$ cat config.mk
export PLATFORM = sky130hd
export DESIGN_NAME = myadder1_example_counter
export DESIGN_NICKNAME = d
export VERILOG_FILES = /design/src/rtl/myadder1_example_counter.sv
export SDC_FILE = /design/constraint.sdc
export NUM_CORES = 1
export LEC_CHECK = 0
export BUFFER_PORTS_ARGS = -buffer_cell sky130_fd_sc_hd__buf_4
export CORE_AREA = 2 2 39 41
export CTS_CLUSTER_DIAMETER = 30
export CTS_CLUSTER_SIZE = 14
export DETAILED_ROUTE_END_ITERATION = 6
export DIE_AREA = 0 0 41 43
export GPL_ROUTABILITY_DRIVEN = 0
export PLACE_DENSITY = 0.46
export SYNTH_ARGS = -nofsm -noshare
export SYNTH_HDL_FRONTEND = slang
export SYNTH_SLANG_ARGS = --single-unit
$ cat constraint.sdc
create_clock -name clk -period 1.33 [get_ports clk]
set_input_delay 0.266 -clock clk [delete_from_list [all_inputs] [get_ports clk]]
set_output_delay 0.266 -clock clk [all_outputs]
set_load 0.005 [all_outputs]
$ cat src/rtl/myadder1_example_counter.sv
// Free-running up counter with synchronous clear, used as the beat index.
module myadder1_example_counter #(
  parameter int WIDTH = 8
) (
  input  logic             clk,
  input  logic             rst,
  input  logic             clear,
  input  logic             incr,
  output logic [WIDTH-1:0] count
);

  always_ff @(posedge clk) begin
    if (rst || clear)
      count <= '0;
    else if (incr)
      count <= count + WIDTH'(1);
  end

endmodule

# [After elaboration in Yosys (flattened, before gate mapping)]
# Index checks and enable logic that the tools add are counted.
[totals] register_bits=8 in_bits=4 elab_cells=3
[classes] reduce_logical=1 n_addsub=1
[ops] op="adder 8 x 1 -> 8 bit (second input constant)" count=1
[ops] op="logical OR 1 bit" count=1

# [Longest topological paths before layout]
[depth] word_depth=1 depth_mapped=4

# [Least setup slack after synthesis]
# Ideal clock, no wire load.
[synth_path] path_kind="reg-to-reg" startpoint="register count[0]" endpoint="register count[6]" path_buffers=0 path_stages_with_launch=5 required_time_ps=1260 path_slack_ps=130 t_arrival_ps=1130 synth_period_minus_slack_ps=1200 cell_sequence="dfxtp_1 -> ha_1 -> nand3_1 -> or3_1 -> a21oi_1"
[synth_via] elab_chain_cells=1
[synth_lines] item="from (decl)" line="9" rtl="output logic [WIDTH-1:0] count"
[synth_lines] item="from (signal assigned)" line="16" rtl="count <= count + WIDTH'(1);"
[synth_lines] item="adder 8 x 1 -> 8 bit" line="16"
# No other way between the ends.
# A chain may end at the register's enable or synchronous reset.

# [Final worst setup path]
# Same ends and word-level chain as after synthesis.

==> run metrics <==
Critical Path End Type flip-flop; Area growth, synth to finish 33.7%; dominant cell type by area after synthesis dfxtp_1; Final Hold Viols 0; CP required between 1.5 and 2 ns; # H-tree levels 1; clk slew on worst S/H paths ~0.050 ns; CTS root buf clkbuf_4; global-route wire length before repair roughly 1200 µm; Synth cell types 16; syn avg cell area 9.09 µm²; register area share after synthesis 0.464; HP Class input port to flip-flop; I/O Pins 12; Max Root-Sink Buffers 2; crit path launch type flip-flop; flop2flop setup slack 0.13 ns; Core ar. approximately 0.0014 mm²; cell with the largest stage delay on the worst path dfxtp_2; outcome completed; hold depth 3; fin crit share 0.903; worst hold endpoint count[0]$_SDFFE_PP0P_; Clock Skew 0.000187 ns; clk_lat worst skew between 0.2 and 0.3 ns; vias in the first global route ~290; row count 14; Cell Pwr Density about 1000 mW/mm²; worst slew pin tran between 0.2 and 0.25 ns; mapped cell area 345 µm²; Initial Util 0.250; Wirelength per Cell ~10 µm; detailed-route wire length about 680 µm; cells on worst reg2reg path 4; CTS tree built; post-place setup slack 0.0790 ns; non-filler cells, final 66; dpl cells 63; number of flip-flops in the largest register 8; Via Count 304; share of cells above drive strength 1 0.360; CP max FO 4; VDD IR max about 0.27 mV; max frequency 833 MHz; crit path cell chain ha_1 > nand3_1 > or3_1 > a21oi_1; largest registers count x8; fin nets between 50 and 60; number of max-cap violations 0; Synth top area share 0.464; Num CTS Buffers 3; final slew viol count 0; drt drc 0; Ys Warns 0; Lkg Pwr between 0.15 and 0.2 nW; DR vias/cell ~4.6; worst hold start incr; global route overflow 0; die height approximately 43 µm; leading cell type in the layout, fill and taps excluded buf_4; antenna cells 0; Setup Viol. Count Final 0; commonest non-fill, non-tap cells in the layout 11 x buf_4, 6 x dfxtp_1, 5 x nor2_1; crit path kind flip-flop to flip-flop; DIE WIDTH about 41 µm; Post-Syn Nets between 40 and 50; Top reg by flops count; synthesized flop and latch total 8; worst r2r src count[0]$_SDFFE_PP0P_; Final Critical Period approximately 1.2 ns; starting DRC count in detailed routing 4; top cells by area, synth dfxtp_1 46%, xor2_1 7.6%, nor2_1 5.4%; largest net degree at the start of global routing 9; fin worst setup slack 0.129 ns; die area around 0.0018 mm²; Tot Pwr approximately 450 µW; RSZ-0062 raised after global routing no; ANT nets after route 0; Final TNS setup 0 ns; Critical R2R Capture count[6]$_SDFFE_PP0P_; Worst EP arrival 1.39 ns; first drt pass iteration count 4; clk sinks 8; final core occ 0.334; Crit path largest cell delay 0.37 ns; total global-route track usage 0.112; Worst slew margin 0.851; IO Port Bufs 11; Post-DP HPWL about 510 µm; initial antenna violation count 0; Cells after Synth 38
[what timing repair did]
action,in CTS,in global routing
gates resized for setup,0,2
hold buffers,0,0
setup buffers,0,0
endpoints found under the setup margin,0,1
[how the worst max path moves through the flow]
stage	from	endpoint	slack, ns	cells after the start
2_1_floorplan	count[0]$_SDFFE_PP0P_	count[6]$_SDFFE_PP0P_	0.13	4
3_3_place_gp	count[0]$_SDFFE_PP0P_	count[6]$_SDFFE_PP0P_	0.08	4
3_5_place_dp	count[0]$_SDFFE_PP0P_	count[6]$_SDFFE_PP0P_	0.08	4
4_1_cts	count[0]$_SDFFE_PP0P_	count[6]$_SDFFE_PP0P_	0.05	4
5_1_grt	count[2]$_SDFFE_PP0P_	count[7]$_SDFFE_PP0P_	0.03	3
6_report	count[0]$_SDFFE_PP0P_	count[6]$_SDFFE_PP0P_	0.13	4
[cell families after synthesis]
group,after synthesis,share of synthesized area
muxes,1,0.0290
DFF,8,0.464
xor gates and xnor gates,4,0.101
AOI/OAI and AO/OA,6,0.0869
and+or+nand+nor,16,0.250
adders and majority gates,1,0.0362
buffers and inverters,2,0.0326
[where the power goes]
part,leakage [nW],switching (mW),internal [mW],total [mW]
clock,0.0138,0.0825,0.103,0.186
sequential,0.0655,0.00288,0.242,0.245
combinational,0.115,0.0101,0.0134,0.0235
[layer usage]
layer  wire length, µm  track usage  share of wire  up-vias
li1                  -            -              -      158
met4                11        0.100          0.016        0
met2               266        0.122           0.39       10
met3                69       0.0628           0.10        2
met1               329        0.148           0.49      134
met5                 0            0              0        -
[cell type report]
| cell class | count | area (µm²) |
|---|---|---|
| Tap cell | 16 | 20.0 |
| Multi-Input combinational cell | 28 | 174 |
| Timing Repair Buffer | 11 | 82.6 |
| Clock buffer | 3 | 22.5 |
| Fill cell | 154 | 922 |
| Sequential cell | 8 | 163 |
[critical path: cells and delay by family, from the launching register on]
family,cells,cell delay [ns]
compound gates,1,0.14
fa+ha+maj,1,0.19
simple gates,2,0.44
flops,1,0.37
[cell usage after synthesis]
cell / count
nand3_1: 2
ha_1: 1
dfxtp_1: 8
a21oi_1: 3
or2_2: 1
nand2_1: 2
o21ai_0: 3
nand4_1: 2
xor2_1: 3
or3_1: 3
buf_4: 1
nor2_1: 5
mux2i_1: 1
xnor2_1: 1
clkbuf_1: 1
nand4_2: 1
[stage by stage]
stage / cell area [µm²] / hold slack, ns
floorplan: 345 / 0.474
global placement: 437 / 0.482
detailed placement: 437 / 0.494
CTS: 459 / 0.310
global route: 462 / 0.313
finish: 462 / 0.316
(Power assumes the default switching activity.)
